File: src/rtl/pipe_stage_hs.sv
// Pipeline stage register with valid/ready handshake, two-entry skid buffer,
// hazard stall and flush.
//
// Optional build macro: PIPE_STATS_EN builds saturating stall/bubble
// statistics counters; when undefined, stall_cnt and bubble_cnt read 0.
//
// Ports:
//   clk, reset        clock; asynchronous active-high reset
//   in_valid/in_ready upstream handshake (in_ready registered, = !skid_full)
//   in_ctrl/in_data   upstream control / data payload
//   stall, flush      hazard unit controls (flush has priority)
//   out_valid/out_ready downstream handshake
//   out_ctrl/out_data output payload (ctrl is 0 whenever out_valid is 0)
//   stall_cnt         cycles with stall & out_valid
//   bubble_cnt        cycles with !out_valid
module pipe_stage_hs #(
  parameter int unsigned CTRL_W = 16,
  parameter int unsigned DATA_W = 112,
  parameter int unsigned CNT_W  = 16
) (
  input  logic              clk,
  input  logic              reset,
  input  logic              in_valid,
  output logic              in_ready,
  input  logic [CTRL_W-1:0] in_ctrl,
  input  logic [DATA_W-1:0] in_data,
  input  logic              stall,
  input  logic              flush,
  output logic              out_valid,
  input  logic              out_ready,
  output logic [CTRL_W-1:0] out_ctrl,
  output logic [DATA_W-1:0] out_data,
  output logic [CNT_W-1:0]  stall_cnt,
  output logic [CNT_W-1:0]  bubble_cnt
);

  typedef enum logic [1:0] {
    ST_EMPTY = 2'd0,
    ST_ONE   = 2'd1,
    ST_FULL  = 2'd2
  } state_t;

  state_t              r_state;
  state_t              w_state_nxt;

  logic [CTRL_W-1:0]   r_main_ctrl, w_main_ctrl_nxt;
  logic [DATA_W-1:0]   r_main_data, w_main_data_nxt;
  logic [CTRL_W-1:0]   r_skid_ctrl, w_skid_ctrl_nxt;
  logic [DATA_W-1:0]   r_skid_data, w_skid_data_nxt;
  logic                r_out_valid, w_out_valid_nxt;
  logic                r_in_ready,  w_in_ready_nxt;

  logic                w_in_fire;
  logic                w_out_fire;

  assign w_in_fire  = in_valid & r_in_ready;
  assign w_out_fire = r_out_valid & out_ready & ~stall;

  // State and payload registers
  always_ff @(posedge clk or posedge reset) begin
    if (reset) begin
      r_state     <= ST_EMPTY;
      r_main_ctrl <= '0;
      r_main_data <= '0;
      r_skid_ctrl <= '0;
      r_skid_data <= '0;
      r_out_valid <= 1'b0;
      r_in_ready  <= 1'b1;   // skid is empty out of reset
    end else begin
      r_state     <= w_state_nxt;
      r_main_ctrl <= w_main_ctrl_nxt;
      r_main_data <= w_main_data_nxt;
      r_skid_ctrl <= w_skid_ctrl_nxt;
      r_skid_data <= w_skid_data_nxt;
      r_out_valid <= w_out_valid_nxt;
      r_in_ready  <= w_in_ready_nxt;
    end
  end

  // Next state and payload steering
  always_comb begin
    w_state_nxt     = r_state;
    w_main_ctrl_nxt = r_main_ctrl;
    w_main_data_nxt = r_main_data;
    w_skid_ctrl_nxt = r_skid_ctrl;
    w_skid_data_nxt = r_skid_data;

    if (flush) begin
      // Kill every held entry and any entry arriving this cycle; data is kept.
      w_state_nxt     = ST_EMPTY;
      w_main_ctrl_nxt = '0;
      w_skid_ctrl_nxt = '0;
    end else begin
      case (r_state)
        ST_EMPTY: begin
          if (w_in_fire) begin
            w_state_nxt     = ST_ONE;
            w_main_ctrl_nxt = in_ctrl;
            w_main_data_nxt = in_data;
          end
        end
        ST_ONE: begin
          if (w_in_fire && w_out_fire) begin
            w_main_ctrl_nxt = in_ctrl;
            w_main_data_nxt = in_data;
          end else if (w_in_fire) begin
            // Output is blocked (backpressure or stall): park new entry in skid.
            w_state_nxt     = ST_FULL;
            w_skid_ctrl_nxt = in_ctrl;
            w_skid_data_nxt = in_data;
          end else if (w_out_fire) begin
            // Bubble: control cleared so out_ctrl reads 0 while invalid.
            w_state_nxt     = ST_EMPTY;
            w_main_ctrl_nxt = '0;
          end
        end
        ST_FULL: begin
          if (w_out_fire) begin
            w_state_nxt     = ST_ONE;
            w_main_ctrl_nxt = r_skid_ctrl;
            w_main_data_nxt = r_skid_data;
            w_skid_ctrl_nxt = '0;
          end
        end
        default: begin
          w_state_nxt     = ST_EMPTY;
          w_main_ctrl_nxt = '0;
          w_skid_ctrl_nxt = '0;
        end
      endcase
    end

    // Handshake outputs are registered copies of the next-state decode.
    w_out_valid_nxt = (w_state_nxt != ST_EMPTY);
    w_in_ready_nxt  = (w_state_nxt != ST_FULL);
  end

  assign in_ready  = r_in_ready;
  assign out_valid = r_out_valid;
  assign out_ctrl  = r_main_ctrl;
  assign out_data  = r_main_data;

`ifdef PIPE_STATS_EN
  logic [CNT_W-1:0] r_stall_cnt;
  logic [CNT_W-1:0] r_bubble_cnt;

  // Saturating statistics counters, cleared only by reset
  always_ff @(posedge clk or posedge reset) begin
    if (reset) begin
      r_stall_cnt  <= '0;
      r_bubble_cnt <= '0;
    end else begin
      if (stall && r_out_valid && (r_stall_cnt != '1))
        r_stall_cnt <= r_stall_cnt + CNT_W'(1);
      if (!r_out_valid && (r_bubble_cnt != '1))
        r_bubble_cnt <= r_bubble_cnt + CNT_W'(1);
    end
  end

  assign stall_cnt  = r_stall_cnt;
  assign bubble_cnt = r_bubble_cnt;
`else
  assign stall_cnt  = '0;
  assign bubble_cnt = '0;
`endif

endmodule

File: config.mk
export PLATFORM = sky130hd
export DESIGN_NAME = pipe_stage_hs
export DESIGN_NICKNAME = d
export VERILOG_FILES = /design/src/rtl/pipe_stage_hs.sv
export SDC_FILE = /design/constraint.sdc
export NUM_CORES = 1
export LEC_CHECK = 0
export CAP_MARGIN = 25
export CORE_MARGIN = 1.5
export CORE_UTILIZATION = 49
export CTS_CLUSTER_DIAMETER = 100
export DETAILED_ROUTE_END_ITERATION = 6
export PLACE_DENSITY = 0.89
export SYNTH_ARGS = -nofsm -noshare
export SYNTH_HDL_FRONTEND = slang
export SYNTH_SLANG_ARGS = --single-unit
File: constraint.sdc
create_clock -name clk -period 12.4 [get_ports clk]
set_clock_uncertainty 0.15 [all_clocks]
set_input_delay 3.72 -clock clk [delete_from_list [all_inputs] [get_ports clk]]
set_output_delay 3.72 -clock clk [all_outputs]
set_load 0.1 [all_outputs]
==> results of run 1 <==
[cells by family (layout without fill, tap and decap cells)]
logic type / after synthesis / count (layout) / share of synthesized area, %
XOR/XNOR: 1 / 1 / 0.07872
buffers and inverters: 109 / 322 / 5.341
other: 1 / 35 / 0.03370
multiplexers: 128 / 128 / 12.77
flip-flops: 260 / 260 / 58.48
AO/OA/AOI/OAI: 171 / 171 / 10.87
AND/OR/NAND/NOR: 356 / 356 / 12.42
[layer usage]
layer	routed length (um)	vias to the layer above	share of wire, %
met5	0	-	0
met4	1064	0	3.9
met1	10950	4221	40
li1	-	3923	-
met2	13690	281	50
met3	1532	68	5.6
[Yosys cell counts (all sizes together)]
cell	instances	share of area, %
a21o	2	0.13
a21oi	4	0.18
a221oi	1	0.24
a22o	31	2.4
a22oi	1	0.067
a2bb2oi	1	0.079
a31oi	113	6.4
and3b	1	0.079
buf	72	4.1
clkbuf	35	1.2
conb	1	0.034
dfrtp	259	58
dfstp	1	0.24
inv	2	0.067
mux2	112	11
mux2i	16	1.4
nand2	230	7.8
nand2b	2	0.11
nand3b	2	0.25
nand4b	1	0.079
nand4bb	1	0.10
nor2	117	3.9
nor2b	1	0.056
nor3	1	0.045
o21bai	1	0.067
o22ai	1	0.056
o2bb2ai	16	1.3
xor2	1	0.079
[area by class of cell]
| class | instances | area, sq um | area share, % |
|---|---|---|---|
| sequential | 260 | 6507 | 44.59 |
| multi-input combinational | 688 | 4163 | 28.52 |
| timing repair buffer | 275 | 2739 | 18.77 |
| clock buffer | 38 | 747.0 | 5.118 |
| tap | 280 | 350.3 | 2.401 |
| clock inverter | 7 | 65.06 | 0.4458 |
| inverter | 2 | 15.01 | 0.1029 |
| antenna | 3 | 7.507 | 0.05144 |
[power groups by stage]
stage	clock network [mW]	logic [mW]	registers (mW)
floorplan	0	0.419	2.41
global placement	0	1.94	1.33
detailed placement	0	1.97	1.35
CTS	0.770	1.97	1.34
global route	0.803	2.04	1.37
finish	0.757	1.97	1.34
[through the flow]
stage	instance area, sq um	utilization, %	hold slack (ns)	setup slack (ns)	instances
floorplan	11240	-	0.3156	1.377	1057
global placement	13760	62.45	0.3316	5.386	1503
detailed placement	13770	62.54	0.3315	5.353	1505
CTS	14590	66.22	0.3542	5.894	1550
global route	14590	66.26	0.3679	5.715	1553
finish	14590	66.26	0.3544	5.874	1553
[registers in the layout, indices dropped and copies added (netlist names)]
signal / cells
out_data: 112
out_ctrl: 16
out_valid: 1
r_skid_ctrl: 16
r_skid_data: 112
in_ready: 1
r_state: 2
[worst paths after layout]
| check | startpoint | to | cells after the start |
|---|---|---|---|
| max | stall | r_skid_data[62] | 7 |
| min | r_skid_data[49] | r_skid_data[49] | 1 |
| max reg2reg | r_state[0] | r_skid_data[62] | 5 |
| min reg2reg | r_skid_data[49] | r_skid_data[49] | 1 |
| max in group asynchronous | reset | r_skid_ctrl[14] | 3 |
| min in group asynchronous | reset | out_data[28] | 2 |
[placed cells by master, fill, tap and decap left out, drive strengths merged]
cell / synthesis / layout
a21o: 2 / 2
nor3: 1 / 1
inv: 2 / 2
a31oi: 113 / 113
nand3b: 2 / 2
mux2: 112 / 112
a22o: 31 / 31
o2bb2ai: 16 / 16
bufinv: 0 / 1
a221oi: 1 / 1
nor2b: 1 / 1
xor2: 1 / 1
a21oi: 4 / 4
nor2: 117 / 117
clkdlybuf4s50: 0 / 263
nand4b: 1 / 1
a22oi: 1 / 1
nand4bb: 1 / 1
nand2b: 2 / 2
and3b: 1 / 1
o22ai: 1 / 1
dfstp: 1 / 1
diode: 0 / 3
clkinvlp: 0 / 2
conb: 1 / 32
a2bb2oi: 1 / 1
dfrtp: 259 / 259
mux2i: 16 / 16
clkbuf: 35 / 38
clkinv: 0 / 4
nand2: 230 / 230
buf: 72 / 12
o21bai: 1 / 1
==> flow_summary.ini, run 1 <==
[synthesis]
synth_seq_cells = 260
avgSynthCellArea_sq_um = 10.85
syn-cell-area_sq_um = 11130
yosys.cell_types.count = 30
ys_seq_area_share_pct = 58.48
synthCells = 1026
yosysWarnings = 0

[worst_setup_path]
cp_common_cell = buf_4
critPathCaptureType = register
path_max_fanout = 71
rrSetupSlack_ns = 8.80
critPathSlowestCell = buf_4
cp.arrival_ns = 6.77
critPathRequiredTime_ns = 12.65
crit_type = input port to register
cpPeakStageDelay_ns = 0.78
cp_num_buf_inv = 3
worst_setup_path_start_kind = input port
cp_cell_sequence = clkdlybuf4s50_1 -> nand3b_1 -> nand2_1 -> nor3_2 -> buf_4 -> buf_4 -> mux2_2
cp_top_family = buffers and inverters

[route]
drcViolationCount = 0
viasPerCell = 5.469
drt_iter0_drc = 464
dr.pass1.iters = 5
wl_per_cell_um = 17.54
drt-total-wl_mm = 27.23
num_vias = 8493
ant_nets = 0

[timing]
maxSlewViolCount = 0
setup_viol = 0
tightest_slew_ns = 1.047
hold_viol = 0
period_needed_ns = 6.526
slew_headroom_pct = 29.98
period_share_pct = 52.63
final.setup.tns_ns = 0
rsz0062_at_grt = no
clock.fmax_mhz = 153.2

[power]
p_per_area_nw_per_um2 = 278.2
p_leak_nw = 6.218
power_frac_comb_pct = 48.5
power.switching_mw = 1.957
finalPower_mw = 4.059
p_int_mw = 2.102
ir_drop_mv = 0.2341
pwr-share-seq_pct = 32.9
power_switching_share_pct = 48.21
clkPwrFrac_pct = 18.6

[die]
die_x_um = 153.7
dieArea_sq_um = 23620
row_count = 54
start_util_pct = 50.52
core_area_sq_um = 22030
die_h_um = 153.7
io_pins = 296

[placement]
hpwl_mm = 17.10
portBuffers = 263
place.gp.congestion = 0.8152

[clocking]
root_buffer = clkbuf_16
clk_path_buf_depth = 3
clock_latency_ns = 0.52
clk_pin_slew_ns = 0.06
h-tree-depth = 1
tritoncts = done
postCtsSetupBuffers = 0
holdBufCountCts = 0
cts_num_sinks = 260
cts_resized = 0
numCtsBuffers = 27

[grt]
antenna_found_initial = 3
globalRoute.busiestLayer = met2
gr-usage-met1_pct = 27.39
grt_pass1_vias = 8768
grt_max_degree = 225
globalRouteMet3Util_pct = 3.833
grt-ovfl-total = 0
grt_util_all_layers_pct = 22.67
grtUsageMet2_pct = 39.54
grt_pass1_wl_mm = 43.77

[cells_and_area]
final_net_count = 1388
area_growth_syn_to_layout_pct = 31.14
drive_gt1_share_pct = 13.23
fillCellCount = 1676

[run]
maxCapViolations = 0

[min_path]
min_path_type = register to register

[run_status]
status = finished, final reports clean
(Power assumes the default switching activity.)
==> run 2: changes to the inputs <==
--- a/config.mk
+++ b/config.mk
@@ -7,10 +7,10 @@
 export LEC_CHECK = 0
 export CAP_MARGIN = 25
 export CORE_MARGIN = 1.5
-export CORE_UTILIZATION = 49
+export CORE_UTILIZATION = 44
 export CTS_CLUSTER_DIAMETER = 100
 export DETAILED_ROUTE_END_ITERATION = 6
-export PLACE_DENSITY = 0.89
+export PLACE_DENSITY = 0.85
 export SYNTH_ARGS = -nofsm -noshare
 export SYNTH_HDL_FRONTEND = slang
 export SYNTH_SLANG_ARGS = --single-unit
==> constraint.sdc (replaced) <==
create_clock -name clk -period 5.4 [get_ports clk]
set_clock_uncertainty 0.15 [all_clocks]
set_input_delay 1.62 -clock clk [delete_from_list [all_inputs] [get_ports clk]]
set_output_delay 1.62 -clock clk [all_outputs]
set_load 0.1 [all_outputs]
==> flow_summary.ini, run 2 (synthesis results as in run 1) <==
[clocking]
h-tree-depth = 1
clk_path_buf_depth = 3
clk_pin_slew_ns = 0.06
cts_num_sinks = 260
tritoncts = done
numCtsBuffers = 29
holdBufCountCts = 0
root_buffer = clkbuf_16
cts_resized = 0
postCtsSetupBuffers = 0
clock_latency_ns = 0.54

[min_path]
min-delay-start = r_skid_data[10]
min_path_type = register to register
min_to = r_skid_data[10]
whs_path_depth = 1

[die]
start_util_pct = 44.58
core_area_sq_um = 24960
row_count = 58
die_h_um = 162.0
die_x_um = 162.0
dieArea_sq_um = 26250
io_pins = 296

[timing]
final.setup.tns_ns = 0
period_needed_ns = 4.053
layout_setup_ws_ns = 1.347
period_share_pct = 75.05
hold_viol = 0
hold_ws_ns = 0.3519
setup_viol = 0
tightest_slew_ns = 1.070
rsz0062_at_grt = no
slew_headroom_pct = 28.47
clock.fmax_mhz = 246.8
maxSlewViolCount = 0

[cells_and_area]
utilization_pct = 60.03
fillCellCount = 1983
layout_commonest_cell = clkdlybuf4s50_1
final_cell_mix = 263 x clkdlybuf4s50_1, 259 x dfrtp_1, 230 x nand2_1
area_growth_syn_to_layout_pct = 34.68
finalInstanceArea_sq_um = 14990
final_net_count = 1394
drive_gt1_share_pct = 14.50
stdcell_count = 1613
n_antenna_cell = 0

[worst_setup_path]
r2r-start = r_state[0]
path_depth = 1
crit_type = register to primary output
r2r-end = out_data[81]
critPathRequiredTime_ns = 3.63
critPathSlowestCell = clkdlybuf4s50_1
rrSetupSlack_ns = 2.09
path_max_fanout = 4
ff2ff_path_depth = 5
cp_num_buf_inv = 1
critPathCaptureType = primary output
cp_top_family = buffers and inverters
worst_setup_path_start_kind = register
cp.arrival_ns = 2.28
cpPeakStageDelay_ns = 1.15
cp_cell_sequence = clkdlybuf4s50_1

[placement]
place.gp.congestion = 0.7758
portBuffers = 263
dpl_cell_area_sq_um = 13930
dp_slack_ns = 1.140
dp_cells = 1559
hpwl_mm = 17.54

[power]
p_leak_nw = 6.385
ir_drop_mv = 0.4411
power.switching_mw = 4.538
p_per_area_nw_per_um2 = 648.3
clkPwrFrac_pct = 21.8
power_frac_comb_pct = 46.7
finalPower_mw = 9.716
power_switching_share_pct = 46.71
p_int_mw = 5.177
pwr-share-seq_pct = 31.5

[route]
num_vias = 8602
drt-total-wl_mm = 27.35
ant_nets = 0
viasPerCell = 5.333
drcViolationCount = 0
wl_per_cell_um = 16.95
drt_iter0_drc = 526
dr.pass1.iters = 5

[run_status]
status = finished, final reports clean

[run]
maxCapViolations = 0

[grt]
grt_pass1_wl_mm = 43.83
grt_util_all_layers_pct = 20.62
grt-ovfl-total = 0
antenna_found_initial = 0
grt_max_degree = 155
grt_pass1_vias = 8628
## run 2: changes by cell type in the layout (fill, tap and decap cells not counted), sizes merged
cell | previous run | this run
diode | 3 | 0
clkbuf | 38 | 41
clkinv | 4 | 6
buf | 12 | 16
bufinv | 1 | 5
## run 2: worst max-delay path by stage
stage / startpoint / to / slack (ns)
4_1_cts: in_ready / in_ready / 1.31
5_1_grt: in_ready / in_ready / 1.31
3_5_place_dp: stall / out_data[81] / 1.14
3_3_place_gp: stall / out_data[77] / 1.28
6_report: in_ready / in_ready / 1.35
2_1_floorplan: reset / out_ctrl[0] / 0.20
## run 2: power groups by stage
| stage | clock network [mW] | registers, mW | logic, mW |
|---|---|---|---|
| after floorplan | 0 | 5.54 | 0.962 |
| after global placement | 0 | 3.04 | 4.48 |
| after detailed placement | 0 | 3.08 | 4.55 |
| after CTS | 2.17 | 3.06 | 4.56 |
| after global routing | 2.25 | 3.14 | 4.70 |
| final | 2.12 | 3.06 | 4.54 |
## run 2: layout make-up
class | instances | area, sq um | share of cell area (%)
Timing Repair Buffer | 279 | 2835 | 18.92
Tap cell | 330 | 412.9 | 2.755
Clock inverter | 13 | 196.4 | 1.311
Clock buffer | 41 | 860.8 | 5.744
Inverter | 2 | 11.26 | 0.07514
Multi-Input combinational cell | 688 | 4163 | 27.78
Sequential cell | 260 | 6507 | 43.42
## run 2: routing by layer
layer | global-route usage (%) | vias to the layer above | wire length, um
met2 | 34.67 | 307 | 13320
met4 | 9.591 | 0 | 1241
li1 | - | 3943 | -
met3 | 4.673 | 84 | 1906
met1 | 25.29 | 4268 | 10870
met5 | 0 | - | 0
==> run 3: changes to the inputs <==
--- a/config.mk
+++ b/config.mk
@@ -7,10 +7,10 @@
 export LEC_CHECK = 0
 export CAP_MARGIN = 25
 export CORE_MARGIN = 1.5
-export CORE_UTILIZATION = 44
+export CORE_UTILIZATION = 49
 export CTS_CLUSTER_DIAMETER = 100
 export DETAILED_ROUTE_END_ITERATION = 6
-export PLACE_DENSITY = 0.85
+export PLACE_DENSITY = 0.89
 export SYNTH_ARGS = -nofsm -noshare
 export SYNTH_HDL_FRONTEND = slang
 export SYNTH_SLANG_ARGS = --single-unit
==> constraint.sdc (replaced) <==
create_clock -name clk -period 4.05 [get_ports clk]
set_clock_uncertainty 0.15 [all_clocks]
set_input_delay 1.215 -clock clk [delete_from_list [all_inputs] [get_ports clk]]
set_output_delay 1.215 -clock clk [all_outputs]
set_load 0.1 [all_outputs]
==> flow_summary.ini, run 3 (synthesis results as in run 1) <==
[worst_setup_path]
crit_start = out_data[42]
cpPeakStageDelay_ns = 1.14
cp_num_buf_inv = 1
r2r-end = out_data[14]
r2r-start = r_state[0]
path_max_fanout = 2
cp.arrival_ns = 2.04
cp_top_family = buffers and inverters
ff2ff_path_depth = 5
crit_type = register to primary output
critPathCaptureType = primary output
critPathRequiredTime_ns = 2.68
rrSetupSlack_ns = 0.94
critPathSlowestCell = clkdlybuf4s50_1
worst_setup_path_start_kind = register
cp_cell_sequence = clkdlybuf4s50_1

[cells_and_area]
final_cell_mix = 259 x dfrtp_1, 230 x nand2_1, 146 x clkdlybuf4s50_1
register_area_sq_um = 6507
final_net_count = 1398
finalInstanceArea_sq_um = 14570
multi_input_area_sq_um = 4163
drive_gt1_share_pct = 23.50
fillCellCount = 1626
area_growth_syn_to_layout_pct = 30.93
layout_commonest_cell = dfrtp_1

[timing]
period_share_pct = 83.96
final.setup.tns_ns = 0
maxSlewViolCount = 0
period_needed_ns = 3.401
setup_viol = 0
clock.fmax_mhz = 294.1
tightest_slew_ns = 0.9702
rsz0062_at_grt = no
slew_headroom_pct = 35.12
hold_viol = 0

[clocking]
cts_resized = 0
clk_pin_slew_ns = 0.06
cts_num_sinks = 260
h-tree-depth = 1
root_buffer = clkbuf_16
numCtsBuffers = 28
clk_path_buf_depth = 3
postCtsSetupBuffers = 0
clock_latency_ns = 0.53
tritoncts = done
holdBufCountCts = 0

[grt]
grt_pass1_wl_mm = 43.58
antenna_found_initial = 2
grt-ovfl-total = 0
grt_util_all_layers_pct = 22.77
grt_max_degree = 97
grt_pass1_vias = 8542

[min_path]
whs_path_depth = 1
min-delay-start = r_skid_ctrl[14]
min_path_type = register to register
min_to = r_skid_ctrl[14]

[power]
p_leak_nw = 6.440
p_per_area_nw_per_um2 = 856.7
finalPower_mw = 12.48
ir_drop_mv = 0.7984

[placement]
dpl_cell_area_sq_um = 13630
place.gp.congestion = 0.7917
hpwl_mm = 17.75
portBuffers = 263

[route]
drcViolationCount = 0
wl_met2_mm = 13.35
top_layer = met5
drt-total-wl_mm = 27.14
ant_nets = 0
drt_iter0_drc = 406
met1Wirelength_mm = 10.88
wl_per_cell_um = 17.33
dr.pass1.iters = 5
wl_met3_mm = 1.859
num_vias = 8598
viasPerCell = 5.490

[run_status]
status = finished, final reports clean

[run]
maxCapViolations = 0

[die]
io_pins = 296
start_util_pct = 50.52
die_h_um = 153.7
core_area_sq_um = 22030
die_x_um = 153.7
dieArea_sq_um = 23620
row_count = 54
[run 3: cell count changes in the layout (fill, tap and decap cells not counted), sizes merged]
cell,previous run,this run
inv,2,1
buf,16,138
clkdlybuf4s50,263,146
clkinvlp,2,3
diode,0,1
bufinv,5,1
clkinv,6,7
[run 3: worst max-delay path by stage]
stage                               to  cells after the start
after floorplan            out_ctrl[0]                      1
after global placement    out_data[54]                      6
after detailed placement   out_ctrl[5]                      6
after CTS                 out_data[42]                      1
after global routing      out_data[68]                      1
final                     out_data[42]                      1
[run 3: where the power goes]
part | total (mW) | switching [mW] | internal (mW)
logic | 5.90 | 4.47 | 1.43
clock network | 2.48 | 1.00 | 1.48
registers | 4.10 | 0.555 | 3.55
total | 12.5 | 6.03 | 6.45
[run 3: final cells by class]
class / instances / share of cell area, %
clock inverter: 10 / 0.5496
sequential: 260 / 44.66
multi-input combinational: 688 / 28.57
inverter: 2 / 0.07729
tap: 280 / 2.404
clock buffer: 41 / 5.702
antenna: 1 / 0.01717
timing repair buffer: 284 / 18.02
[run 3: worst reg2reg max path, stage by stage, from the launching register on]
cell and delay [ns]:
dfrtp_1 0.97, nand2b_4 0.31, buf_4 0.50, buf_4 0.67, nand2_1 0.22, a31oi_1 0.22
[run 3: per-layer routing]
| metal | GRT usage (%) | vias to the layer above |
|---|---|---|
| li1 | - | 3952 |
| met1 | 28.83 | 4233 |
| met2 | 38.03 | 338 |
| met3 | 4.679 | 73 |
| met4 | 9.940 | 2 |
| met5 | 0 | - |
[run 3: metrics by stage]
stage | std cells | setup WS (ns) | hold slack (ns) | utilization, %
6_report | 1566 | 0.6495 | 0.3521 | 66.15
5_1_grt | 1566 | 0.5937 | 0.3668 | 66.15
4_1_cts | 1563 | 0.6332 | 0.3526 | 66.04
3_5_place_dp | 1512 | 0.5516 | 0.3317 | 61.90
3_3_place_gp | 1510 | 0.6545 | 0.3327 | 61.74
2_1_floorplan | 1057 | -0.7418 | 0.3156 | -
